File: src/rtl/gpio_apb_sequencer.sv
// APB3 master for the CoreGPIO slave: programs CONFIG_n and clears IRQ after reset,
// then arbitrates host GPIO commands against a periodic GPIO_IN poll on one APB port.
//
//   state  | meaning
//   INIT   | choose the next init write (CONFIG_n, then IRQ) or finish init
//   SETUP  | APB setup phase, PSEL=1 PENABLE=0
//   ACCESS | APB access phase, wait for PREADY or the timeout counter
//   RESP   | one-cycle response / poll_update strobe, bus idle
//   IDLE   | accept a host command, else service a pending poll
module gpio_apb_sequencer #(
    parameter int         IO_NUM      = 2,
    parameter logic [7:0] IO_CFG      = 8'h07,
    parameter int         POLL_CYCLES = 1000,
    parameter int         TIMEOUT     = 255
) (
    input  logic        PCLK,
    input  logic        PRESET,
    output logic [7:0]  PADDR,
    output logic        PSEL,
    output logic        PENABLE,
    output logic        PWRITE,
    output logic [31:0] PWDATA,
    input  logic [31:0] PRDATA,
    input  logic        PREADY,
    input  logic        PSLVERR,
    input  logic        cmd_valid,
    output logic        cmd_ready,
    input  logic        cmd_write,
    input  logic [31:0] cmd_wdata,
    output logic        rsp_valid,
    output logic [31:0] rsp_rdata,
    output logic        rsp_err,
    output logic [31:0] in_state,
    output logic        poll_update,
    output logic        init_done
);

    localparam logic [2:0] S_INIT   = 3'd0;
    localparam logic [2:0] S_SETUP  = 3'd1;
    localparam logic [2:0] S_ACCESS = 3'd2;
    localparam logic [2:0] S_RESP   = 3'd3;
    localparam logic [2:0] S_IDLE   = 3'd4;

    localparam logic [7:0] A_IRQ      = 8'h80;
    localparam logic [7:0] A_GPIO_IN  = 8'h90;
    localparam logic [7:0] A_GPIO_OUT = 8'hA0;

    localparam int            TW          = $clog2(POLL_CYCLES);
    localparam logic [TW-1:0] POLL_RELOAD = TW'(POLL_CYCLES - 1);
    localparam logic [7:0]    TO_LOAD     = 8'(TIMEOUT - 1);
    localparam logic [5:0]    IDX_IRQ     = 6'(IO_NUM);
    localparam logic [5:0]    IDX_DONE    = 6'(IO_NUM + 1);

    logic [2:0]    state_q, state_d;
    logic [5:0]    idx_q, idx_d;
    logic [7:0]    paddr_q, paddr_d;
    logic          pwrite_q, pwrite_d;
    logic [31:0]   pwdata_q, pwdata_d;
    logic          poll_q, poll_d;
    logic [7:0]    wait_q, wait_d;
    logic [31:0]   rdata_q, rdata_d;
    logic          err_q, err_d;
    logic [31:0]   in_state_q, in_state_d;
    logic          init_done_q, init_done_d;
    logic [TW-1:0] timer_q, timer_d;
    logic          pend_q, pend_d;
    logic          xfer_end, xfer_err;
    logic [31:0]   xfer_rdata;

    always_comb begin
        state_d     = state_q;
        idx_d       = idx_q;
        paddr_d     = paddr_q;
        pwrite_d    = pwrite_q;
        pwdata_d    = pwdata_q;
        poll_d      = poll_q;
        wait_d      = wait_q;
        rdata_d     = rdata_q;
        err_d       = err_q;
        in_state_d  = in_state_q;
        init_done_d = init_done_q;
        timer_d     = timer_q;
        pend_d      = pend_q;
        xfer_end    = 1'b0;
        xfer_err    = 1'b0;
        xfer_rdata  = '0;

        case (state_q)
            S_INIT: begin
                pwrite_d = 1'b1;
                poll_d   = 1'b0;
                if (idx_q == IDX_DONE) begin
                    init_done_d = 1'b1;
                    state_d     = S_IDLE;
                end else if (idx_q == IDX_IRQ) begin
                    paddr_d  = A_IRQ;
                    pwdata_d = 32'hFFFF_FFFF;
                    state_d  = S_SETUP;
                end else begin
                    paddr_d  = {idx_q, 2'b00};
                    pwdata_d = {24'd0, IO_CFG};
                    state_d  = S_SETUP;
                end
            end
            S_SETUP: begin
                wait_d  = TO_LOAD;
                state_d = S_ACCESS;
            end
            S_ACCESS: begin
                if (PREADY) begin
                    xfer_end   = 1'b1;
                    xfer_err   = PSLVERR;
                    xfer_rdata = pwrite_q ? 32'd0 : PRDATA;
                end else if (wait_q == 8'd0) begin
                    xfer_end = 1'b1;
                    xfer_err = 1'b1;
                end else begin
                    wait_d = wait_q - 8'd1;
                end
                // Init errors are deliberately dropped: the sequence always advances.
                if (xfer_end) begin
                    rdata_d = xfer_rdata;
                    err_d   = xfer_err;
                    if (!init_done_q) begin
                        idx_d   = idx_q + 6'd1;
                        state_d = S_INIT;
                    end else begin
                        state_d = S_RESP;
                        if (poll_q && !xfer_err) in_state_d = xfer_rdata;
                    end
                end
            end
            S_RESP: state_d = S_IDLE;
            S_IDLE: begin
                if (cmd_valid) begin
                    paddr_d  = cmd_write ? A_GPIO_OUT : A_GPIO_IN;
                    pwrite_d = cmd_write;
                    pwdata_d = cmd_write ? cmd_wdata : 32'd0;
                    poll_d   = 1'b0;
                    state_d  = S_SETUP;
                end else if (pend_q) begin
                    paddr_d  = A_GPIO_IN;
                    pwrite_d = 1'b0;
                    pwdata_d = 32'd0;
                    poll_d   = 1'b1;
                    pend_d   = 1'b0;
                    state_d  = S_SETUP;
                end
            end
            default: state_d = S_INIT;
        endcase

        // Evaluated after the IDLE clear so an expiry in the same cycle is not lost.
        if (init_done_q) begin
            if (timer_q == '0) begin
                timer_d = POLL_RELOAD;
                pend_d  = 1'b1;
            end else begin
                timer_d = timer_q - TW'(1);
            end
        end
    end

    always_ff @(posedge PCLK) begin
        if (PRESET) begin
            state_q     <= S_INIT;
            idx_q       <= '0;
            paddr_q     <= '0;
            pwrite_q    <= 1'b0;
            pwdata_q    <= '0;
            poll_q      <= 1'b0;
            wait_q      <= '0;
            rdata_q     <= '0;
            err_q       <= 1'b0;
            in_state_q  <= '0;
            init_done_q <= 1'b0;
            timer_q     <= POLL_RELOAD;
            pend_q      <= 1'b0;
        end else begin
            state_q     <= state_d;
            idx_q       <= idx_d;
            paddr_q     <= paddr_d;
            pwrite_q    <= pwrite_d;
            pwdata_q    <= pwdata_d;
            poll_q      <= poll_d;
            wait_q      <= wait_d;
            rdata_q     <= rdata_d;
            err_q       <= err_d;
            in_state_q  <= in_state_d;
            init_done_q <= init_done_d;
            timer_q     <= timer_d;
            pend_q      <= pend_d;
        end
    end

    assign PSEL        = (state_q == S_SETUP) || (state_q == S_ACCESS);
    assign PENABLE     = (state_q == S_ACCESS);
    assign PADDR       = paddr_q;
    assign PWRITE      = pwrite_q;
    assign PWDATA      = pwdata_q;
    assign cmd_ready   = (state_q == S_IDLE) && init_done_q;
    assign rsp_valid   = (state_q == S_RESP) && !poll_q;
    assign poll_update = (state_q == S_RESP) && poll_q;
    assign rsp_rdata   = rdata_q;
    assign rsp_err     = err_q;
    assign in_state    = in_state_q;
    assign init_done   = init_done_q;

endmodule

File: config.mk
export PLATFORM = sky130hd
export DESIGN_NAME = gpio_apb_sequencer
export DESIGN_NICKNAME = d
export VERILOG_FILES = /design/src/rtl/gpio_apb_sequencer.sv
export SDC_FILE = /design/constraint.sdc
export NUM_CORES = 1
export LEC_CHECK = 0
export ABC_CLOCK_PERIOD_IN_PS = 3100
export CAP_MARGIN = 20
export CORE_AREA = 3 3 122 101
export DETAILED_ROUTE_END_ITERATION = 7
export DIE_AREA = 0 0 125 104
export GPL_ROUTABILITY_DRIVEN = 0
export PLACE_DENSITY = 0.84
export SLEW_MARGIN = 20
export SYNTH_ARGS = -nofsm -noshare
export SYNTH_HDL_FRONTEND = slang
export SYNTH_SLANG_ARGS = --single-unit
File: constraint.sdc
create_clock -name PCLK -period 3.1 [get_ports PCLK]
set_input_delay 0.62 -clock PCLK [delete_from_list [all_inputs] [get_ports PCLK]]
set_output_delay 0.62 -clock PCLK [all_outputs]
set_load 0.03 [all_outputs]
==> metrics.yaml <==
finish:
  multiInputGateArea_um2: 2520
  synthToLayoutAreaGrowth_pct: 45.8
  diodes: 0
  postLayoutCoreUtil: 0.704
  final_cells: 984
  fillCellCount: 886
  regArea_um2: 2680
  nets: 898
  drive_gt1_frac: 0.0718
  fin_area_um2: 7950
clock_network:
  clkTransAtPathRegs_ns: 0.06
  cts_buffers: 17
  cts_sinks: 134
  post-cts-setup-buffers: 0
  cts.path.max_buffers: 2
  clock_latency_ns: 0.41
  cts_tree: "built"
  cts.repair.resized: 0
  hold_buffers: 0
  cts_root_buffer: "clkbuf_16"
  htreeDepth: 4
floorplanning:
  ioPinCount: 182
  core_um2: 11300
  dieArea_um2: 13000
  initial_utilization: 0.483
  rows: 35
  die_h_um: 104
  die_w_um: 125
place:
  dpl-instance-area_um2: 7360
  dp.cells: 952
  dpl.hpwl_mm: 11.4
  io_buffers: 179
synth:
  synth_top_area_frac: 0.492
  synth_area_um2: 5450
  ys_seq_area_frac: 0.492
  synthTopCellsByCount: "dfxtp_1, a21oi_1, nand2_1"
  synth_most_common_cell: "dfxtp_1"
  avgSynthCellArea_um2: 8.21
  async_flop_share: 0
  synthFlopType: "dfxtp_1"
  yosysWarningCount: 0
  syn_inst: 664
  yosysTopAreaCell: "dfxtp_1"
  synth-seq-cells: 134
  synth_cell_types: 51
  synth_edf_count: 0
  synthTopCellsByArea: "dfxtp_1, a21oi_1, nand3_1, nand2_1, o31ai_1"
drt:
  via_count: 5669
  first_pass_iters: 5
  routed_wl_mm: 17.1
  avgViaCountPerCell: 5.76
  drc: 0
  drt_iter0_drc: 525
  ant_nets: 0
  avgRoutedWirePerCell_um: 17.3
timing:
  finalClockSkew_ns: 0.0110
  fmax_mhz: 344
  period_needed_ns: 2.91
  finalSetupViolCount: 0
  drv_slew: 0
  rsz0062_at_grt: "no"
  slew-limit-headroom: 0.362
  hold_viol_final: 0
  tns_ns: 0
  worstMarginPinSlew_ns: 0.948
  fin_crit_sh: 0.939
power:
  p_leak_nw: 2.76
  p_switching_mw: 1.42
  swShare: 0.287
  seqPwrFrac: 0.390
  vdd_drop_max_uv: 375
  power_density_nw_per_um2: 624
  combPwrFrac: 0.203
  power.share.clock: 0.407
  internal-power_mw: 3.54
critical_path:
  crit_path_start_kind: "register"
  crit_arrival_ns: 2.29
  cp_max_fo: 23
  cp-end-kind: "primary output"
  cp.required_ns: 2.48
  critical_path_class: "reg2out"
global_routing:
  antenna_found_initial: 0
  grt_overflow: 0
  grt_pass1_wl_mm: 28.3
  grt_pass1_vias: 5672
  grt_max_degree: 65
  grtUsageTotal: 0.261
status:
  status: "complete, no violations"
min_path:
  hold_path.class: "reg2reg"
run:
  drv_cap: 0
[layout by cell type, fill, tap and decap left out, drive strengths merged, types with 3 or more instances in the layout]
cell	synthesis	routed
dfxtp	134	134
and2	5	5
nand4	3	3
clkdlybuf4s50	0	177
nor3	13	13
a211oi	5	5
buf	10	22
inv	10	10
o31ai	33	33
o21ai	45	45
or4	7	7
nor4	4	4
bufinv	0	3
and3	4	4
clkbuf	50	23
a31oi	7	7
or3	5	5
a21oi	117	117
ha	5	5
xnor2	3	3
nand2	80	80
nor2	17	17
nor3b	3	3
clkinv	1	5
nand3	71	71
[cell families after synthesis]
logic type	Yosys count	share of synthesized area
other	1	0.000688
adder cells (fa/ha/maj)	5	0.0115
AO/OA/AOI/OAI	221	0.230
buffers and inverters	71	0.0519
multiplexers	2	0.00390
flip-flops	134	0.492
AND/OR/NAND/NOR	225	0.202
XOR/XNOR	5	0.00803
[worst paths after layout]
kind	end	slack, ns	depth (start not counted)	start
setup reg to reg	in_state[2]$_SDFFE_PP0P_	0.59	6	state_q[1]$_SDFFE_PP0P_
hold / removal	in_state[29]$_SDFFE_PP0P_	0.46	2	in_state[29]$_SDFFE_PP0P_
setup / recovery	PSEL	0.19	4	state_q[1]$_SDFFE_PP0P_
hold reg to reg	in_state[29]$_SDFFE_PP0P_	0.46	2	in_state[29]$_SDFFE_PP0P_
[worst max-delay path, stage by stage, from the launching register on]
cell and delay, ns:
dfxtp_1 0.48, or3b_1 0.42, buf_4 0.23, nand2_1 0.08
clkdlybuf4s50_1 0.67
[power by group through the flow]
stage / sequential (mW) / clock (mW) / combinational, mW
after floorplan: 2.13 / 0 / 0.397
after detailed placement: 1.96 / 0 / 0.995
after global placement: 1.96 / 0 / 0.975
after global routing: 1.95 / 2.11 / 1.08
final: 1.93 / 2.02 / 1.01
after CTS: 1.93 / 2.04 / 1.00
[metal layers]
| metal | vias to the layer above | track usage | part of all wire |
|---|---|---|---|
| met5 | - | 0 | 0 |
| met2 | 252 | 0.427 | 0.49 |
| li1 | 2692 | - | - |
| met1 | 2699 | 0.326 | 0.41 |
| met4 | 0 | 0.0952 | 0.021 |
| met3 | 26 | 0.0796 | 0.080 |
[area by class of cell]
class / instances / share of cell area
flip-flops and latches: 134 / 0.337
multi-input cells: 460 / 0.316
repair buffers: 199 / 0.243
clock buffers: 23 / 0.0588
well taps: 148 / 0.0233
clock inverters: 9 / 0.0157
inverters: 11 / 0.00519
[flip-flops by register name, indices dropped and copies added, names as in the netlist]
signal,count
PWDATA,32
in_state,32
rsp_rdata,32
timer_q,10
wait_q,8
PADDR,6
idx_q,6
state_q,3
PWRITE,1
init_done,1
pend_q,1
poll_q,1
rsp_err,1
[per-stage QoR]
| step | total power [mW] | hold slack, ns | worst slack, ns |
|---|---|---|---|
| 6_report | 4.96 | 0.461 | 0.190 |
| 5_1_grt | 5.14 | 0.473 | 0.0952 |
| 4_1_cts | 4.98 | 0.461 | 0.173 |
| 3_5_place_dp | 2.96 | 0.454 | 0.609 |
| 3_3_place_gp | 2.93 | 0.444 | 0.659 |
| 2_1_floorplan | 2.53 | 0.453 | 0.859 |
No activity file was read; power rests on OpenSTA's default activity.
